==> config.mk <==
export PLATFORM = sky130hd
export DESIGN_NAME = axi_burst_master
export DESIGN_NICKNAME = d
export VERILOG_FILES = /design/src/rtl/axi_burst_master.sv
export SDC_FILE = /design/constraint.sdc
export NUM_CORES = 1
export LEC_CHECK = 0
export BUFFER_PORTS_ARGS = -buffer_cell sky130_fd_sc_hd__buf_2
export CAP_MARGIN = 30
export CORE_MARGIN = 2
export CORE_UTILIZATION = 41
export DETAILED_ROUTE_END_ITERATION = 16
export PLACE_DENSITY = 0.92
export SYNTH_ARGS = -nofsm -noshare
export SYNTH_HDL_FRONTEND = slang
export SYNTH_SLANG_ARGS = --single-unit
==> constraint.sdc <==
create_clock -name clk -period 1.7 [get_ports clk]
set_input_delay 0.17 -clock clk [delete_from_list [all_inputs] [get_ports clk]]
set_output_delay 0.17 -clock clk [all_outputs]
set_load 0.02 [all_outputs]
==> src/rtl/axi_burst_master.sv <==
// Single-outstanding AXI4 burst master: one command in, one AXI burst out, byte streams on the data side.
// Optional handshake watchdog enabled by defining AXI_MST_TIMEOUT_EN.
module axi_burst_master #(
    parameter int ADDR_WIDTH     = 32,
    parameter int DATA_WIDTH     = 8,
    parameter int TIMEOUT_CYCLES = 256
) (
    input  logic                  clk,
    input  logic                  rst,
    input  logic                  cmd_valid,
    output logic                  cmd_ready,
    input  logic                  cmd_write,
    input  logic [ADDR_WIDTH-1:0] cmd_addr,
    input  logic [3:0]            cmd_len,
    input  logic [2:0]            cmd_size,
    input  logic [1:0]            cmd_burst,
    input  logic [DATA_WIDTH-1:0] wr_data,
    input  logic                  wr_valid,
    output logic                  wr_ready,
    output logic [DATA_WIDTH-1:0] rd_data,
    output logic                  rd_valid,
    input  logic                  rd_ready,
    output logic                  rd_last,
    output logic                  done,
    output logic [1:0]            done_resp,
    output logic [ADDR_WIDTH-1:0] awaddr,
    output logic [3:0]            awlen,
    output logic [2:0]            awsize,
    output logic [1:0]            awburst,
    output logic                  awvalid,
    input  logic                  awready,
    output logic [DATA_WIDTH-1:0] wdata,
    output logic                  wvalid,
    output logic                  wlast,
    input  logic                  wready,
    input  logic [1:0]            bresp,
    input  logic                  bvalid,
    output logic                  bready,
    output logic [ADDR_WIDTH-1:0] araddr,
    output logic [3:0]            arlen,
    output logic [2:0]            arsize,
    output logic [1:0]            arburst,
    output logic                  arvalid,
    input  logic                  arready,
    input  logic [DATA_WIDTH-1:0] rdata,
    input  logic [1:0]            rresp,
    input  logic                  rvalid,
    input  logic                  rlast,
    output logic                  rready
);

    localparam logic [2:0] S_IDLE = 3'd0;
    localparam logic [2:0] S_AW   = 3'd1;
    localparam logic [2:0] S_W    = 3'd2;
    localparam logic [2:0] S_B    = 3'd3;
    localparam logic [2:0] S_AR   = 3'd4;
    localparam logic [2:0] S_R    = 3'd5;
    localparam logic [2:0] S_DONE = 3'd6;

    logic [2:0]            r_state;
    logic [2:0]            w_state_next;
    logic                  r_cmd_ready;
    logic [ADDR_WIDTH-1:0] r_addr;
    logic [3:0]            r_len;
    logic [2:0]            r_size;
    logic [1:0]            r_burst;
    logic [3:0]            r_beat_cnt;
    logic [1:0]            r_resp;

    logic w_cmd_hs;
    logic w_aw_hs;
    logic w_w_hs;
    logic w_b_hs;
    logic w_ar_hs;
    logic w_r_hs;
    logic w_at_last;
    logic w_timeout;

    assign w_cmd_hs  = cmd_valid && r_cmd_ready;
    assign w_aw_hs   = (r_state == S_AW) && awready;
    assign w_w_hs    = (r_state == S_W) && wr_valid && wready;
    assign w_b_hs    = (r_state == S_B) && bvalid;
    assign w_ar_hs   = (r_state == S_AR) && arready;
    assign w_r_hs    = (r_state == S_R) && rvalid && rd_ready;
    assign w_at_last = (r_beat_cnt == r_len);

    // Address channels are driven from state only, so valid never waits on ready.
    assign cmd_ready = r_cmd_ready;
    assign awvalid   = (r_state == S_AW);
    assign arvalid   = (r_state == S_AR);
    assign awaddr    = r_addr;
    assign awlen     = r_len;
    assign awsize    = r_size;
    assign awburst   = r_burst;
    assign araddr    = r_addr;
    assign arlen     = r_len;
    assign arsize    = r_size;
    assign arburst   = r_burst;

    assign wvalid    = (r_state == S_W) && wr_valid;
    assign wdata     = wr_data;
    assign wlast     = (r_state == S_W) && w_at_last;
    assign wr_ready  = (r_state == S_W) && wready;
    assign bready    = (r_state == S_B);

    assign rd_valid  = (r_state == S_R) && rvalid;
    assign rd_data   = rdata;
    assign rd_last   = (r_state == S_R) && rlast;
    assign rready    = (r_state == S_R) && rd_ready;

    assign done      = (r_state == S_DONE);
    assign done_resp = r_resp;

`ifdef AXI_MST_TIMEOUT_EN
    localparam int TW = $clog2(TIMEOUT_CYCLES + 1);

    logic [TW-1:0] r_tmo_cnt;
    logic          w_busy;
    logic          w_any_hs;

    assign w_busy    = (r_state == S_AW) || (r_state == S_W) || (r_state == S_B) ||
                       (r_state == S_AR) || (r_state == S_R);
    assign w_any_hs  = w_aw_hs || w_w_hs || w_b_hs || w_ar_hs || w_r_hs;
    assign w_timeout = w_busy && !w_any_hs && (r_tmo_cnt == TW'(TIMEOUT_CYCLES - 1));

    always_ff @(posedge clk) begin
        if (rst || !w_busy || w_any_hs) begin
            r_tmo_cnt <= '0;
        end else begin
            r_tmo_cnt <= r_tmo_cnt + 1'b1;
        end
    end
`else
    // Watchdog absent: a positive limit never trips.
    assign w_timeout = (TIMEOUT_CYCLES < 0);
`endif

    always_comb begin
        w_state_next = r_state;
        case (r_state)
            S_IDLE: begin
                if (w_cmd_hs) begin
                    if (cmd_size > 3'd3) begin
                        w_state_next = S_DONE;
                    end else if (cmd_write) begin
                        w_state_next = S_AW;
                    end else begin
                        w_state_next = S_AR;
                    end
                end
            end
            S_AW:    if (w_aw_hs) w_state_next = S_W;
            S_W:     if (w_w_hs && w_at_last) w_state_next = S_B;
            S_B:     if (w_b_hs) w_state_next = S_DONE;
            S_AR:    if (w_ar_hs) w_state_next = S_R;
            S_R:     if (w_r_hs && rlast) w_state_next = S_DONE;
            S_DONE:  w_state_next = S_IDLE;
            default: w_state_next = S_IDLE;
        endcase
        if (w_timeout) begin
            w_state_next = S_DONE;
        end
    end

    always_ff @(posedge clk) begin
        if (rst) begin
            r_state     <= S_IDLE;
            r_cmd_ready <= 1'b0;
            r_addr      <= '0;
            r_len       <= '0;
            r_size      <= '0;
            r_burst     <= '0;
            r_beat_cnt  <= '0;
            r_resp      <= '0;
        end else begin
            r_state     <= w_state_next;
            r_cmd_ready <= (w_state_next == S_IDLE);
            if (w_cmd_hs) begin
                r_addr     <= cmd_addr;
                r_len      <= cmd_len;
                r_size     <= cmd_size;
                r_burst    <= cmd_burst;
                r_beat_cnt <= '0;
                r_resp     <= (cmd_size > 3'd3) ? 2'b10 : 2'b00;
            end
            if (w_w_hs || w_r_hs) begin
                r_beat_cnt <= r_beat_cnt + 4'd1;
            end
            if (w_b_hs) begin
                r_resp <= bresp;
            end
            // Error sticks on a bad rresp, an early rlast, or a beat at len without rlast.
            if (w_r_hs && ((rresp != 2'b00) || (rlast != w_at_last))) begin
                r_resp <= 2'b10;
            end
            if (w_timeout) begin
                r_resp <= 2'b10;
            end
        end
    end

endmodule

# Yosys cells after proc, flatten, opt, wreduce, memory -nomap -nowiden
# Index checks and enable logic that the tools add are counted.
# Widths: inputs -> output; s select.
# classes
n_addsub,1
n_mul,0
n_div,0
magnitude_cmp,1
eq_ne,8
n_shift,0
mux,15
bitwise_logic,0
n_reduce_logical,24
# op_table
operator,count
$mux 3,8
$pmux 3 s6,1
$logic_and 1x1->1,15
$eq 3x3->1 const B,3
$mux 2,4
$mux 4,2
$eq 3x2->1 const B,2
$logic_not 3->1,2
$reduce_bool 2->1,3
$add 4x1->4 const B,1
$eq 4x4->1,1
$eq 3x1->1 const B,1
$gt 3x2->1 const B,1
$reduce_bool 3->1,1
$logic_or 1x1->1,2
$reduce_or 2->1,1
$ne 1x1->1,1
# totals
reg_bits,51
latch_bits,0
mem_bits_rw,0
rom_bits,0
in_bits,73
out_inout_bits,111
elab_cells,58
memories,0

# Logic depth before layout (Yosys ltp)
# Gate-level depths: netlist (run 1).
# depth
word_depth,7
mapped_depth,5
ltp_nobuf,4

# Worst setup path before layout (run 1)
# No wires, ideal clock.
# synth_path
kind,register to register
startpoint,register r_len[1] (netlist: arlen[1])
endpoint,register r_resp[0] (netlist: done_resp[0])
setup_ps,95
arrival_ps,1309
required_time_ps,1605
setup_slack_ps,296
path_stages_with_launch,5
n_path_buf,0
synth_period_minus_slack_ps,1404
path_cell_list,dfxtp_1 > xor2_1 > nor4_4 > mux2i_1 > a221oi_1
# synth_via
elab_chain_len,5
# synth_lines
element,line,text
"start, declared",64,logic [3:0] r_len;
"start signal, assigned",180,r_len <= cmd_len;
$eq 4x4->1,85,assign w_at_last = (r_beat_cnt == r_len);
$ne 1x1->1,193,if (w_r_hs && ((rresp != 2'b00) || (rlast != w_at_last))) begin
$logic_or 1x1->1,193,
$logic_and 1x1->1,193,
$reduce_or 2->1 (no source line),--,
"end signal, assigned",184,r_resp <= (cmd_size > 3'd3) ? 2'b10 : 2'b00;
"end signal, assigned",190,r_resp <= bresp;
"end, declared",68,logic [1:0] r_resp;
# Every way passes these cells.
# A chain may end at the register's enable or synchronous reset.

# Final worst setup path (run 1)
# layout_path
startpoint,register r_beat_cnt[3]
endpoint,output wlast
# layout_via
elab_chain_len,2
# layout_lines
element,line,text
"start, declared",67,logic [3:0] r_beat_cnt;
"start signal, assigned",187,r_beat_cnt <= r_beat_cnt + 4'd1;
$eq 4x4->1,85,
$logic_and 1x1->1,102,assign wlast = (r_state == S_W) && w_at_last;
"end, declared",34,"output logic wlast,"
# Every way passes these cells.

==> impl_metrics.env, run 1 <==
export IMPL_routed_via_density=4.86
export IMPL_antenna_found_initial=0
export IMPL_grt_total_usage_pct=18.0
export IMPL_die_w_um=82.7
export IMPL_path_class="flop to output port"
export IMPL_area_growth_pct=19.4
export IMPL_arrival_ns=1.46
export IMPL_synth_area_um2=2540
export IMPL_nets=485
export IMPL_vias=2355
export IMPL_synth_ff_type="dfxtp_1"
export IMPL_fp_dieArea_um2=6830
export IMPL_ys_ff_latch=51
export IMPL_seq_power_share_pct=43.6
export IMPL_p_int_uw=2050
export IMPL_drive_gt1_share_pct=42.0
export IMPL_synthArstFlopShare_pct=0
export IMPL_path_delay_family="simple AND/OR/NAND/NOR gates"
export IMPL_drv_cap=0
export IMPL_p_leak_uw=0.00156
export IMPL_p_per_area_nw_per_um2=1100
export IMPL_hold_viol_final=0
export IMPL_io_buffers=151
export IMPL_ir_worst_vdd_uv=426
export IMPL_max_stage_delay_ns=0.35
export IMPL_place_hpwl_um=4960
export IMPL_worstReg2RegEnd="r_beat_cnt[2]"
export IMPL_crit_start="r_beat_cnt[3]"
export IMPL_grt_setup_unrepaired="false"
export IMPL_drc=0
export IMPL_nFillCells=591
export IMPL_power_frac_comb_pct=36.3
export IMPL_run_status="complete, no violations"
export IMPL_cts_max_path_buffers=2
export IMPL_crit_fanout=4
export IMPL_path_buf_inv=1
export IMPL_numCtsBuffers=5
export IMPL_place_gp_congestion=0.774
export IMPL_cp_depth=4
export IMPL_swShare_pct=38.4
export IMPL_ctsHoldBuffers=0
export IMPL_drt_total_wl_um=6420
export IMPL_grt_overflow_total=0
export IMPL_start_util_pct=42.6
export IMPL_syn_area_per_cell_um2=7.98
export IMPL_setup_viol=0
export IMPL_synth_edf_count=0
export IMPL_post_route_period_util_pct=96.1
export IMPL_cts_tree="yes"
export IMPL_holdCritPathClass="primary input to flop"
export IMPL_synth_yosys_seq_area_share_pct=40.2
export IMPL_clkSlewWorstSetupHoldPaths_ns=0.09
export IMPL_timing_rr_start="r_state[1]"
export IMPL_htreeDepth=2
export IMPL_grt_pass1_vias=1996
export IMPL_cts_root_buf="clkbuf_8"
export IMPL_grt_pass1_wl_um=9290
export IMPL_clk_latency_ns=0.31
export IMPL_max_freq_ghz=0.612
export IMPL_yosysUniqueCellTypes=41
export IMPL_r2r_cells=4
export IMPL_end_kind="output port"
export IMPL_core_rowCount=28
export IMPL_worst_pin_slew_ns=0.468
export IMPL_first_pass_iters=4
export IMPL_startpoint_type="flop"
export IMPL_p_total_uw=3330
export IMPL_p_sw_uw=1280
export IMPL_finalMaxSlewViolations=0
export IMPL_slowest_stage="dfxtp_1"
export IMPL_endpoint="wlast"
export IMPL_fin_skew_ns=0.00604
export IMPL_die_h_um=82.7
export IMPL_fin_tns_setup_ns=0
export IMPL_ys_warn_count=0
export IMPL_relSlewSlack_pct=68.3
export IMPL_wire_per_inst_um=13.2
export IMPL_drt_iter0_drc=81
export IMPL_cts_sinks=51
export IMPL_syn_num_nets=392
export IMPL_grt_max_degree=28
export IMPL_clock_power_share_pct=20.1
export IMPL_path_cells="xor2_1 > nor4_4 > and2_2 > buf_2"
export IMPL_antennaDiodeCount=0
export IMPL_core_area_um2=5960
export IMPL_io_pins=184
export IMPL_drt_antenna_violating_nets=0
export IMPL_synthCells=318
export IMPL_fin_crit_ns=1.63
export IMPL_regToRegSetupSlack_ns=0.20
export IMPL_cp_data_required_time_ns=1.53
[worst min path at each step]
stage / cells after the start / slack, ns / endpoint / from
finish: 3 / 0.09 / araddr[0] / cmd_addr[0]
global route: 3 / 0.08 / araddr[22] / cmd_addr[22]
CTS: 3 / 0.08 / araddr[24] / cmd_addr[24]
detailed placement: 0 / 0.34 / rd_data[0] / rdata[0]
global placement: 0 / 0.34 / rd_data[0] / rdata[0]
floorplan: 2 / 0.31 / araddr[0] / cmd_addr[0]
[cell usage after synthesis, drive strengths merged (3+ instances only)]
cell,number,area (um2)
nor3b,3,22.5
and3,3,20.0
nand3,5,25.0
nor3,3,15.0
clkbuf,13,48.8
nand2,87,327
a211oi,3,22.5
nor2,3,11.3
dfxtp,51,1020
and2,9,57.6
xor2,4,35.0
a21oi,45,225
buf,60,443
[worst reg2reg max path: stages, from the launching register on]
cell	delay (ns)
dfxtp_2	0.43
and3b_2	0.28
a32oi_2	0.30
nand2_1	0.12
a311oi_1	0.28
[registers in the layout (all words and copies together) (netlist names)]
name,flops
arburst,2
r_beat_cnt,4
r_state,3
arsize,3
araddr,32
done_resp,2
arlen,4
cmd_ready,1
[stage by stage]
step / util (%) / hold slack, ns / std cells / area, um2 / worst slack [ns]
floorplan: - / 0.306 / 318 / 2540 / 0.296
global placement: 49.5 / 0.340 / 478 / 2950 / 0.217
detailed placement: 49.5 / 0.340 / 478 / 2950 / 0.127
CTS: 50.8 / 0.0819 / 485 / 3030 / 0.0533
global route: 50.9 / 0.0831 / 485 / 3030 / 0.0124
finish: 50.9 / 0.0889 / 485 / 3030 / 0.0664
[metal layers]
layer | vias to the layer above | GRT usage [%] | share of wire (%)
met1 | 1071 | 19.7 | 40
met4 | 0 | 7.21 | 1.2
met5 | - | 0 | 0
met3 | 9 | 6.52 | 9.3
met2 | 96 | 31.7 | 49
li1 | 1179 | - | -
[power by group through the flow]
stage	Combinational, uW	Sequential, uW	Clock (uW)
after floorplan	828	1610	0
after global placement	1180	1470	0
after detailed placement	1200	1480	0
after CTS	1220	1450	690
after global routing	1330	1480	734
final	1210	1450	668
[layout by cell type, fill, tap and decap left out, drive strengths merged]
| cell | count |
|---|---|
| a31oi | 1 |
| o21a | 1 |
| nand2 | 87 |
| a311oi | 2 |
| clkbuf | 6 |
| and3 | 3 |
| a32o | 1 |
| and3b | 2 |
| dfxtp | 51 |
| a211oi | 3 |
| nor2 | 3 |
| a21oi | 45 |
| inv | 2 |
| nor3 | 3 |
| nand3b | 1 |
| nor4 | 2 |
| and4bb | 1 |
| mux2i | 2 |
| and4b | 1 |
| buf | 159 |
| xor2 | 4 |
| nor2b | 2 |
| o21ai | 1 |
| a211o | 1 |
| a31o | 1 |
| nand2b | 2 |
| or3 | 1 |
| nor3b | 3 |
| and2 | 9 |
| a221oi | 1 |
| a32oi | 2 |
| ha | 1 |
| nand3 | 5 |
| o311ai | 1 |
[kinds of logic after synthesis]
| logic type | after synthesis | synth area share (%) |
|---|---|---|
| buffers and inverters | 75 | 19.7 |
| adders and majority gates | 1 | 0.493 |
| xor gates and xnor gates | 4 | 1.38 |
| muxes | 2 | 0.789 |
| AOI/OAI and AO/OA | 60 | 14.0 |
| and+or+nand+nor | 125 | 23.5 |
| DFF | 51 | 40.2 |
[timing repair]
action                     4_1_cts  5_1_grt
resized for setup                0        1
setup endpoints to repair        1        5
pin swaps                        1        0
buffers inserted                 1        0
[final cells by class]
class,instances,area (um2),share of cell area (%)
Clock buffer,6,72.6,2.40
Inverter,2,7.51,0.248
Multi-Input combinational cell,192,1020,33.6
Sequential cell,51,1020,33.7
Tap cell,75,93.8,3.10
Timing Repair Buffer,159,816,26.9
Power figures use the tool's default switching activity.
==> run 2, diff against run 1 <==
- CAP_MARGIN: 30 -> unset
- CORE_ASPECT_RATIO: unset -> 1.4
==> impl_metrics.env, run 2 (synthesis results as in run 1) <==
export IMPL_worst_pin_slew_ns=0.470
export IMPL_drt_iter0_drc=58
export IMPL_hold_viol_final=0
export IMPL_post_route_period_util_pct=95.5
export IMPL_max_freq_ghz=0.616
export IMPL_dp_worst_setup_slack_ns=0.147
export IMPL_cp_data_required_time_ns=1.53
export IMPL_drive_gt1_share_pct=43.0
export IMPL_wire_per_inst_um=12.5
export IMPL_start_util_pct=43.0
export IMPL_mostFrequentLayoutCells="buf_2, nand2_1, dfxtp_1"
export IMPL_antenna_found_initial=0
export IMPL_grt_overflow_total=0
export IMPL_grt_pass1_wl_um=9730
export IMPL_clkSlewWorstSetupHoldPaths_ns=0.09
export IMPL_grt_max_degree=27
export IMPL_nets=483
export IMPL_p_per_area_nw_per_um2=1120
export IMPL_drt_antenna_violating_nets=0
export IMPL_arrival_ns=1.45
export IMPL_place_hpwl_um=4530
export IMPL_worstReg2RegEnd="done_resp[0]"
export IMPL_grt_total_usage_pct=17.0
export IMPL_timing_rr_start="arlen[3]"
export IMPL_largest_register_ffs=32
export IMPL_core_rowCount=33
export IMPL_htreeDepth=2
export IMPL_ctsHoldBuffers=0
export IMPL_run_status="complete, no violations"
export IMPL_regToRegSetupSlack_ns=0.19
export IMPL_startpoint_type="flop"
export IMPL_crit_fanout=4
export IMPL_crit_start="arlen[3]"
export IMPL_finalMaxSlewViolations=0
export IMPL_dpl_instance_area_um2=2930
export IMPL_grt_setup_unrepaired="true"
export IMPL_path_cells="xor2_4 > nor4_4 > and2_4 > buf_6"
export IMPL_fin_crit_ns=1.62
export IMPL_end_kind="output port"
export IMPL_io_pins=184
export IMPL_numCtsBuffers=5
export IMPL_die_h_um=97.1
export IMPL_setup_ws_ns=0.0773
export IMPL_die_w_um=70.5
export IMPL_drv_cap=0
export IMPL_mostFrequentLayoutCell="buf_2"
export IMPL_holdCritPathClass="primary input to flop"
export IMPL_vias=2363
export IMPL_area_growth_pct=21.1
export IMPL_cts_tree="yes"
export IMPL_fin_skew_ns=0.00354
export IMPL_p_leak_uw=0.00157
export IMPL_first_pass_iters=6
export IMPL_clk_latency_ns=0.29
export IMPL_r2r_cells=5
export IMPL_place_gp_congestion=0.838
export IMPL_grt_pass1_vias=2158
export IMPL_antennaDiodeCount=0
export IMPL_cts_root_buf="clkbuf_8"
export IMPL_slowest_stage="dfxtp_2"
export IMPL_routed_via_density=4.93
export IMPL_ir_worst_vdd_uv=474
export IMPL_fin_util_pct=52.0
export IMPL_io_buffers=151
export IMPL_fp_dieArea_um2=6840
export IMPL_setup_viol=0
export IMPL_cts_sinks=51
export IMPL_endpoint="wlast"
export IMPL_max_stage_delay_ns=0.37
export IMPL_drt_total_wl_um=5970
export IMPL_drc=0
export IMPL_path_class="flop to output port"
export IMPL_postLayoutCellArea_um2=3070
export IMPL_core_area_um2=5900
export IMPL_cts_max_path_buffers=2
export IMPL_relSlewSlack_pct=68.7
-- run 2: worst max-delay path: cells and delay by family (launching register included) --
kind                   cells  cell delay (ns)
AND/OR/NAND/NOR            2             0.50
XOR/XNOR                   1             0.19
flip-flops                 1             0.37
buffers and inverters      1             0.11
-- run 2: where the power goes --
part           internal, uW  switching [uW]
Combinational           439             754
Clock                   432             362
Sequential             1340             131
Total                  2210            1250
-- run 2: layout make-up --
class,count,area [um2]
clock buffer,6,72.6
clock inverter,1,30.0
fill,582,2830
inverter,2,7.51
multi-input combinational,192,1040
sequential,51,1030
tap,70,87.6
timing repair buffer,157,807
-- run 2: metal layers --
layer	global-route usage [%]	up-vias	wire length, um
li1	-	1174	-
met1	19.4	1070	2380
met2	30.6	105	3030
met3	3.73	14	446
met4	6.21	0	120
met5	0	-	0
-- run 2: through the flow --
step | hold WS, ns | instances | setup TNS (ns) | power, uW
3_5_place_dp | 0.340 | 471 | 0 | 2660
3_3_place_gp | 0.340 | 471 | 0 | 2640
6_report | 0.104 | 479 | 0 | 3450
2_1_floorplan | 0.306 | 318 | 0 | 2440
4_1_cts | 0.0912 | 478 | 0 | 3470
5_1_grt | 0.0911 | 479 | -0.0145 | 3680
-- run 2: timing repair --
| item | 4_1_cts | 5_1_grt |
|---|---|---|
| buffers inserted | 0 | 1 |
| gates resized for setup | 0 | 11 |
| setup endpoints to repair | 0 | 5 |
-- run 2: worst min-delay path by stage --
stage	slack, ns	endpoint	cells past startpoint	startpoint
final	0.10	arlen[3]	3	cmd_len[3]
after global routing	0.09	araddr[21]	3	cmd_addr[21]
after detailed placement	0.34	wdata[1]	0	wr_data[1]
after floorplan	0.31	araddr[0]	2	cmd_addr[0]
after CTS	0.09	araddr[28]	3	cmd_addr[28]
after global placement	0.34	wdata[1]	0	wr_data[1]
